===== config.mk =====
export PLATFORM = sky130hd
export DESIGN_NAME = dr_bus_arbiter
export DESIGN_NICKNAME = d
export VERILOG_FILES = /design/src/rtl/dr_pkg.sv /design/src/rtl/rr_pick.sv /design/src/rtl/dr_bus_arbiter.sv
export SDC_FILE = /design/constraint.sdc
export NUM_CORES = 1
export LEC_CHECK = 0
export CORE_ASPECT_RATIO = 0.7
export CORE_MARGIN = 2
export CORE_UTILIZATION = 52
export CTS_BUF_LIST = sky130_fd_sc_hd__clkbuf_8
export CTS_CLUSTER_SIZE = 20
export DETAILED_ROUTE_END_ITERATION = 7
export DONT_BUFFER_PORTS = 1
export PLACE_DENSITY_LB_ADDON = 0.15
export SLEW_MARGIN = 0
export SYNTH_ARGS = -nofsm -noshare
export SYNTH_HDL_FRONTEND = slang
export SYNTH_SLANG_ARGS = --single-unit

===== constraint.sdc =====
create_clock -name clk -period 5.6 [get_ports clk]
set_clock_uncertainty 0.1 [all_clocks]
set_input_delay 1.68 -clock clk [delete_from_list [all_inputs] [get_ports clk]]
set_output_delay 1.68 -clock clk [all_outputs]
set_load 0.02 [all_outputs]

===== src/rtl/dr_pkg.sv =====
// Shared definitions for dual-rail bus arbitration: rail encodings, sequencer
// states and a counter-width helper.
package dr_pkg;

  localparam logic [1:0] DR_0 = 2'b00;
  localparam logic [1:0] DR_1 = 2'b01;
  localparam logic [1:0] DR_Z = 2'b10;
  localparam logic [1:0] DR_X = 2'b11;

  typedef enum logic [1:0] {
    IDLE,
    DRIVE,
    TURN
  } dr_state_e;

  // Width of a counter/index holding 0..n-1, never narrower than one bit.
  function automatic int unsigned cnt_w(input int unsigned n);
    return (n > 1) ? $clog2(n) : 1;
  endfunction

endpackage


===== src/rtl/rr_pick.sv =====
// Combinational round-robin picker: first set request at or above ptr_i,
// wrapping around, returned as one-hot plus index.
module rr_pick
  import dr_pkg::*;
#(
  parameter int unsigned N  = 4,
  parameter int unsigned PW = cnt_w(N)
) (
  input  logic [N-1:0]  req_i,
  input  logic [PW-1:0] ptr_i,
  output logic [N-1:0]  gnt_o,
  output logic [PW-1:0] idx_o,
  output logic          valid_o
);

  logic [PW-1:0] cand;

  always_comb begin
    gnt_o   = '0;
    idx_o   = '0;
    valid_o = 1'b0;
    cand    = '0;
    for (int unsigned k = 0; k < N; k++) begin
      cand = PW'((32'(ptr_i) + k) % N);
      if (!valid_o && req_i[cand]) begin
        valid_o     = 1'b1;
        gnt_o[cand] = 1'b1;
        idx_o       = cand;
      end
    end
  end

endmodule


===== src/rtl/dr_bus_arbiter.sv =====
// Round-robin sequencer for a shared dual-rail tri-state net: grants one driver,
// inserts enable-free turnaround cycles and watches the resolved bus for faults.
module dr_bus_arbiter
  import dr_pkg::*;
#(
  parameter int unsigned N        = 4,
  parameter int unsigned MAX_HOLD = 8,
  parameter int unsigned TURN_CYC = 1
) (
  input  logic         clk,
  input  logic         rst,
  input  logic [N-1:0] req,
  output logic [N-1:0] gnt,
  output logic [N-1:0] en_b1,
  output logic [N-1:0] en_b0,
  input  logic         bus_b1,
  input  logic         bus_b0,
  output logic         busy,
  output logic         err_cont,
  output logic         err_float,
  output logic         err_leak,
  input  logic         err_clr
);

  localparam int unsigned PW = cnt_w(N);
  localparam int unsigned HW = cnt_w(MAX_HOLD);
  localparam int unsigned TW = cnt_w(TURN_CYC);

  if (N < 2 || N > 16) begin : g_bad_n
    $error("dr_bus_arbiter: N must be in 2..16");
  end
  if (MAX_HOLD < 2) begin : g_bad_hold
    $error("dr_bus_arbiter: MAX_HOLD must be >= 2");
  end
  if (TURN_CYC < 1) begin : g_bad_turn
    $error("dr_bus_arbiter: TURN_CYC must be >= 1");
  end

  dr_state_e           state_q, state_d;
  logic [N-1:0]        gnt_q, gnt_d;
  logic [PW-1:0]       gidx_q, gidx_d;
  logic [PW-1:0]       ptr_q, ptr_d;
  logic [HW-1:0]       hold_q, hold_d;
  logic [TW-1:0]       turn_q, turn_d;
  logic [N-1:0][1:0]   en_q, en_d;
  logic                busy_q, busy_d;
  logic                err_cont_q, err_cont_d;
  logic                err_float_q, err_float_d;
  logic                err_leak_q, err_leak_d;

  logic [1:0]          bus;
  logic                cont_set, float_set, leak_set;
  logic [N-1:0]        pick_gnt;
  logic [PW-1:0]       pick_idx;
  logic                pick_valid;
  logic [PW-1:0]       ptr_next;

  assign bus = {bus_b1, bus_b0};

  rr_pick #(
    .N  (N),
    .PW (PW)
  ) u_rr_pick (
    .req_i   (req),
    .ptr_i   (ptr_q),
    .gnt_o   (pick_gnt),
    .idx_o   (pick_idx),
    .valid_o (pick_valid)
  );

  // Pointer moves past the current owner regardless of why it released.
  assign ptr_next = (gidx_q == PW'(N - 1)) ? '0 : gidx_q + PW'(1);

  always_comb begin
    state_d   = state_q;
    gnt_d     = gnt_q;
    gidx_d    = gidx_q;
    ptr_d     = ptr_q;
    hold_d    = hold_q;
    turn_d    = turn_q;
    cont_set  = 1'b0;
    float_set = 1'b0;
    leak_set  = 1'b0;

    unique case (state_q)
      IDLE: begin
        if (pick_valid) begin
          state_d = DRIVE;
          gnt_d   = pick_gnt;
          gidx_d  = pick_idx;
          hold_d  = '0;
        end
      end
      DRIVE: begin
        hold_d = hold_q + HW'(1);
        // First drive cycle is settling time; the net is not judged yet.
        if (hold_q != '0) begin
          cont_set  = (bus == DR_X);
          float_set = (bus == DR_Z);
        end
        if (!req[gidx_q] || hold_q == HW'(MAX_HOLD - 1)) begin
          state_d = TURN;
          gnt_d   = '0;
          ptr_d   = ptr_next;
          hold_d  = '0;
          turn_d  = '0;
        end
      end
      TURN: begin
        turn_d = turn_q + TW'(1);
        if (turn_q == TW'(TURN_CYC - 1)) begin
          leak_set = (bus != DR_Z);
          state_d  = IDLE;
          turn_d   = '0;
        end
      end
      default: state_d = IDLE;
    endcase
  end

  always_comb begin
    for (int unsigned i = 0; i < N; i++) begin
      en_d[i] = gnt_d[i] ? DR_1 : DR_0;
    end
    busy_d      = (state_d != IDLE);
    // A fault detected in the same cycle as a clear still latches.
    err_cont_d  = (err_cont_q  & ~err_clr) | cont_set;
    err_float_d = (err_float_q & ~err_clr) | float_set;
    err_leak_d  = (err_leak_q  & ~err_clr) | leak_set;
  end

  always_ff @(posedge clk) begin
    if (rst) begin
      state_q     <= IDLE;
      gnt_q       <= '0;
      gidx_q      <= '0;
      ptr_q       <= '0;
      hold_q      <= '0;
      turn_q      <= '0;
      en_q        <= '0;
      busy_q      <= 1'b0;
      err_cont_q  <= 1'b0;
      err_float_q <= 1'b0;
      err_leak_q  <= 1'b0;
    end else begin
      state_q     <= state_d;
      gnt_q       <= gnt_d;
      gidx_q      <= gidx_d;
      ptr_q       <= ptr_d;
      hold_q      <= hold_d;
      turn_q      <= turn_d;
      en_q        <= en_d;
      busy_q      <= busy_d;
      err_cont_q  <= err_cont_d;
      err_float_q <= err_float_d;
      err_leak_q  <= err_leak_d;
    end
  end

  always_comb begin
    for (int unsigned i = 0; i < N; i++) begin
      en_b1[i] = en_q[i][1];
      en_b0[i] = en_q[i][0];
    end
  end

  assign gnt       = gnt_q;
  assign busy      = busy_q;
  assign err_cont  = err_cont_q;
  assign err_float = err_float_q;
  assign err_leak  = err_leak_q;

endmodule


==> run metrics, run 1 <==
Total Routing Usage GR=18.8%; Post-CTS Resized=0; DR iter-0 viols=73; Max Cap Viol=0; Mapped Cells=153; status=complete, no violations; Arr. time, crit path=3.39 ns; # Post-CTS Setup Buffers=0; area leader, netlist=dfxtp_1; DP HPWL=1.91 mm; CP required=5.69 ns; final setup fails=0; clock power share=18.1%; Core Region=between 2000 and 2500 um2; synthesized cell area=roughly 1300 um2; largest net degree at the start of global routing=20; CTS Hold Buffers Added=0; number of CTS-inserted buffers=3; Max Slew Vio Count=0; Diodes inserted=0; Distinct cells, synth=40; row cnt=15; Comb power frac=42.7%; Root Buffer=clkbuf_8; synth top area cells=dfxtp_1 (25%), ha_1 (10%), mux4_2 (8.4%); drt total wl=~2.5 mm; area grow syn2layout=-1.21%; Internal=approximately 280 uW; Post-DP Area=about 1300 um2; worst vdd ir=0.186 mV; layout cells sized above 1=between 8 and 9%; fin nets=163; Leakage=0.512 nW; drt pass-1 iters=5; sw power=188 uW; die area=3010 um2; Mean Syn Cell Area=about 8.8 um2; CP cell instances=mux4_2 > or4_4 > o21ai_4 > and2b_1 > mux2_2; RSZ-0062 raised after global routing=false; CP peak stage delay=around 0.65 ns; Multi-input gate area=between 800 and 900 um2; I/O pins=25; total grt overflow=0; Worst Hold Class=flip-flop to flip-flop; Power Density=around 350 nW/um2; crit share post-route=59.0%; fin util=approximately 54%; Die Span Y=46.5 um; Sink Count=17; Setup Crit Path Kind=primary input to flip-flop; first-pass GRT wire length=approximately 4.3 mm; worst skew pair latency=approximately 0.24 ns; die width=about 65 um; GPL Wtd Cong=0.803; CTS tree=done; Vias per Instance=between 5 and 6; sequential share of the synthesized area=around 25%; final hold vios=0; register area=340 um2; Seq pwr share=around two fifths; cell family with most CP delay=simple AND/OR/NAND/NOR gates; Final min period=about 3.3 ns; Hold Slack=0.412 ns; DR vias=slightly above 1000; WP buf/inv=0; Max stage delay cell, worst path=or4_4; FILL cells=roughly 230; design area=1330 um2; Residual DRC=0; H-tree level count=1; Routed Antenna Nets=0; FMAX=303 MHz; initial antenna violation count=0; number of global-route vias before repair=879; Yosys reg bits=17; CP Launch Type=primary input; routed wire length per instance=roughly 14 um; Syn. warnings=0; initial core utilization=54.6%; Switching Share=between 40 and 50%; CTS Buffer Depth=2; I/O Buffers=0; Crit. End Element=flip-flop; post-synth top area share=25.3%; Max FO, Critical Path=11; Setup TNS=0 ns; clk slew on worst S/H paths=approximately 0.060 ns
==> final timing paths <==
kind / start / slack (ns) / depth (start not counted) / to
max: req[3] / 2.30 / 5 / hold_q[0]
min: hold_q[1] / 0.41 / 1 / hold_q[1]
max reg2reg: ptr_q[1] / 2.36 / 7 / hold_q[0]
min reg2reg: hold_q[1] / 0.41 / 1 / hold_q[1]
==> logic make-up after synthesis <==
kind of cell    synth area share (%)
other cells                    0.279
mux                             14.4
buf+inv                         12.5
simple gates                    15.0
compound gates                  22.2
flops                           25.3
fa+ha+maj                       10.3
==> per-stage QoR <==
stage | power [mW] | cells | setup WS (ns)
floorplan | 0.367 | 156 | 2.04
global placement | 0.382 | 172 | 2.09
detailed placement | 0.383 | 172 | 2.06
CTS | 0.470 | 176 | 2.31
global route | 0.504 | 176 | 2.21
finish | 0.468 | 176 | 2.30
==> cell usage in the layout, fill, tap and decap left out, drive strengths merged, types with 3 or more instances in the layout <==
cell / n
dfxtp: 17
inv: 13
nor2: 11
ha: 11
a21oi: 9
o21ai: 9
nand2: 8
mux2i: 7
mux4: 5
nand2b: 4
conb: 4
nor2b: 3
nand3b: 3
a211oi: 3
nor3: 3
clkbuf: 3
==> per-layer routing <==
layer	up-vias	share of wire [%]	routed length, um	GRT usage, %
met4	0	0.39	10	3.83
met5	-	0	0	0
met1	463	51	1310	28.0
li1	518	-	-	-
met2	50	39	1000	26.6
met3	2	8.9	226	5.62
==> synthesized netlist by cell type, drive strengths merged <==
cell type,number
a211o,2
a211oi,3
a21o,2
a21oi,9
a221oi,1
a222oi,2
a22o,2
a22oi,1
a2bb2oi,2
a311oi,1
a31oi,2
a32oi,2
and2b,1
and4b,1
buf,13
clkbuf,6
conb,1
dfxtp,17
ha,11
inv,12
mux2,1
mux2i,7
mux4,5
nand2,8
nand2b,4
nand3,1
nand3b,3
nor2,11
nor2b,3
nor3,3
nor3b,2
o21ai,9
o221ai,1
o22ai,2
o311a,1
or4,1
==> worst reg2reg max path: cells and delay by family (launching register included) <==
kind                     cells  cell delay [ns]
flip-flops                   1             0.60
buffers and inverters        1             0.23
AO/OA/AOI/OAI                1             0.16
adder cells (fa/ha/maj)      1             0.55
AND/OR/NAND/NOR              2             0.79
multiplexers                 2             0.75
==> layout make-up <==
type	count	area share (%)
multi-input cells	108	63.8
clock inverters	1	0.283
well taps	34	3.21
flip-flops and latches	17	25.7
repair buffers	1	0.566
inverters	12	3.40
clock buffers	3	3.11
==> power groups by stage <==
stage / clock network [mW] / logic, mW / registers [mW]
floorplan: 0 / 0.200 / 0.167
global placement: 0 / 0.197 / 0.185
detailed placement: 0 / 0.198 / 0.186
CTS: 0.0876 / 0.199 / 0.183
global route: 0.0955 / 0.222 / 0.187
finish: 0.0848 / 0.200 / 0.183
==> state kept, by name (all words and copies together), names as in the netlist <==
signal and flops:
gidx_q 2, err_cont 1, err_leak 1, hold_q 3
state_q 2, busy 1, err_float 1, gnt 4
ptr_q 2
No activity file was read; power rests on OpenSTA's default activity.
==> run 2, diff against run 1 <==
Clock period 5.6 ns to 3 ns, I/O delays scaled along.
==> run metrics, run 2 (synthesized netlist as in run 1, its figures left out) <==
Final min period=between 2 and 3 ns; I/O pins=25 (unchanged); Hold Slack=0.427 ns (+0.0145 ns); Post-DP Area=1310 um2 (+2.3%); CP required=3.10 ns (-2.59 ns); Residual DRC=0 (unchanged); number of global-route vias before repair=966 (+9.9%); Max Slew Vio Count=0 (unchanged); Switching Share=41.1% (+0.98 points); commonest non-fill, non-tap cell in the layout=dfxtp_1; crit share post-route=87.6%; Worst Hold Class=flip-flop to flip-flop; Post-CTS Resized=0 (unchanged); area grow syn2layout=1.12%; initial core utilization=54.6% (unchanged); Arr. time, crit path=2.73 ns (-0.66 ns); Post-Place Worst Slack=0.316 ns (-1.74 ns); fin nets=167 (+2.5%); clk slew on worst S/H paths=0.07 ns (about the same); CTS Buffer Depth=2 (unchanged); Power Density=674 nW/um2 (+91%); CTS tree=done; max reg flops=4 (unchanged); final setup fails=0 (unchanged); CTS Hold Buffers Added=0 (unchanged); Max FO, Critical Path=9 (-2); Internal=539 uW (+92%); layout cells sized above 1=11.6% (+3.2 points); H-tree level count=1 (unchanged); Die Span Y=46.5 um (unchanged); design area=1360 um2 (+2.4%); number of CTS-inserted buffers=3 (unchanged); Routed Antenna Nets=0 (unchanged); sw power=376 uW (+100%); Leakage=0.531 nW (+3.6%); largest net degree at the start of global routing=20 (unchanged); DP HPWL=2.09 mm (+9.3%); Finished Layout Cells=180 (+2.3%); FMAX=~380 MHz; Diodes inserted=0 (unchanged); die width=64.7 um (unchanged); Max Cap Viol=0 (unchanged); Max-slew headroom=between 60% and 70%; Seq pwr share=36.9% (-2.2 points); worst skew pair latency=0.26 ns (+0.02 ns); # Post-CTS Setup Buffers=0 (unchanged); total grt overflow=0 (unchanged); CP Launch Type=flip-flop; die area=3010 um2 (unchanged); Setup Crit Path Kind=flip-flop to flip-flop; DR vias=1076 (+4.2%); RSZ-0062 raised after global routing=false; final hold vios=0 (unchanged); DR iter-0 viols=102 (+40%); routed wire length per instance=15.4 um (+6.6%); Vias per Instance=5.98 (+1.8%); Comb power frac=44.2% (+1.5 points); GPL Wtd Cong=0.858 (+6.8%); fin worst setup slack=0.372 ns (-1.92 ns); status=complete, no violations; I/O Buffers=0 (unchanged); Sink Count=17 (unchanged); worst vdd ir=0.267 mV (+44%); initial antenna violation count=0 (unchanged); Core Region=2460 um2 (unchanged); FILL cells=237 (+2.2%); clock power share=18.9% (+0.8 points); Setup TNS=0 ns (unchanged); first-pass GRT wire length=4.51 mm (+5.8%); row cnt=15 (unchanged); drt total wl=2.78 mm (+9.0%); Total Routing Usage GR=20.4% (+1.6 points); drt pass-1 iters=5 (unchanged); Crit. End Element=flip-flop; Least-Margin Pin Slew=0.502 ns; placed insts=176 (+2.3%); Root Buffer=clkbuf_8; most frequent cells in the layout=dfxtp_1 (17), inv_1 (12), nor2_1 (11), ha_1 (11), a21oi_1 (9)
run 2: layer usage:
layer / vias to the layer above / routed length, um / track usage (%)
met4: 0 / 36 / 7.66
met5: - / 0 / 0
li1: 530 / - / -
met3: 5 / 231 / 7.09
met2: 47 / 1130 / 29.1
met1: 494 / 1380 / 28.5
run 2: path summary, 6_finish.rpt:
check	from	to	slack (ns)	depth (start not counted)
worst max-delay path	ptr_q[0]	hold_q[0]	0.37	7
worst max register to register	ptr_q[0]	hold_q[0]	0.37	7
worst min register to register	hold_q[2]	hold_q[2]	0.43	1
worst min-delay path	hold_q[2]	hold_q[2]	0.43	1
run 2: power groups by stage:
stage | sequential (mW) | combinational, mW | clock [mW]
5_1_grt | 0.345 | 0.447 | 0.182
4_1_cts | 0.337 | 0.401 | 0.177
3_5_place_dp | 0.342 | 0.399 | 0
3_3_place_gp | 0.342 | 0.391 | 0
6_report | 0.338 | 0.405 | 0.173
2_1_floorplan | 0.312 | 0.375 | 0
run 2: layout make-up:
type                    count  area, um2  area share [%]
multi-input cells         108        846            62.3
flip-flops and latches     17        340            25.1
inverters                  12       45.0            3.32
well taps                  34       42.5            3.13
clock buffers               3       41.3            3.04
repair buffers              5       37.5            2.76
clock inverters             1       5.00           0.369
run 2: critical path: stages, from the launching register on:
cell and delay (ns):
dfxtp_1 0.32, inv_1 0.12, ha_1 0.37, mux4_2 0.56, or4_4 0.62, o21ai_4 0.16, and2b_1 0.18, mux2_2 0.15
run 2: per-stage QoR:
stage,utilization (%),power [mW]
global route,55.2,0.975
finish,55.2,0.915
global placement,53.3,0.733
CTS,55.2,0.915
detailed placement,53.3,0.741
floorplan,-,0.687
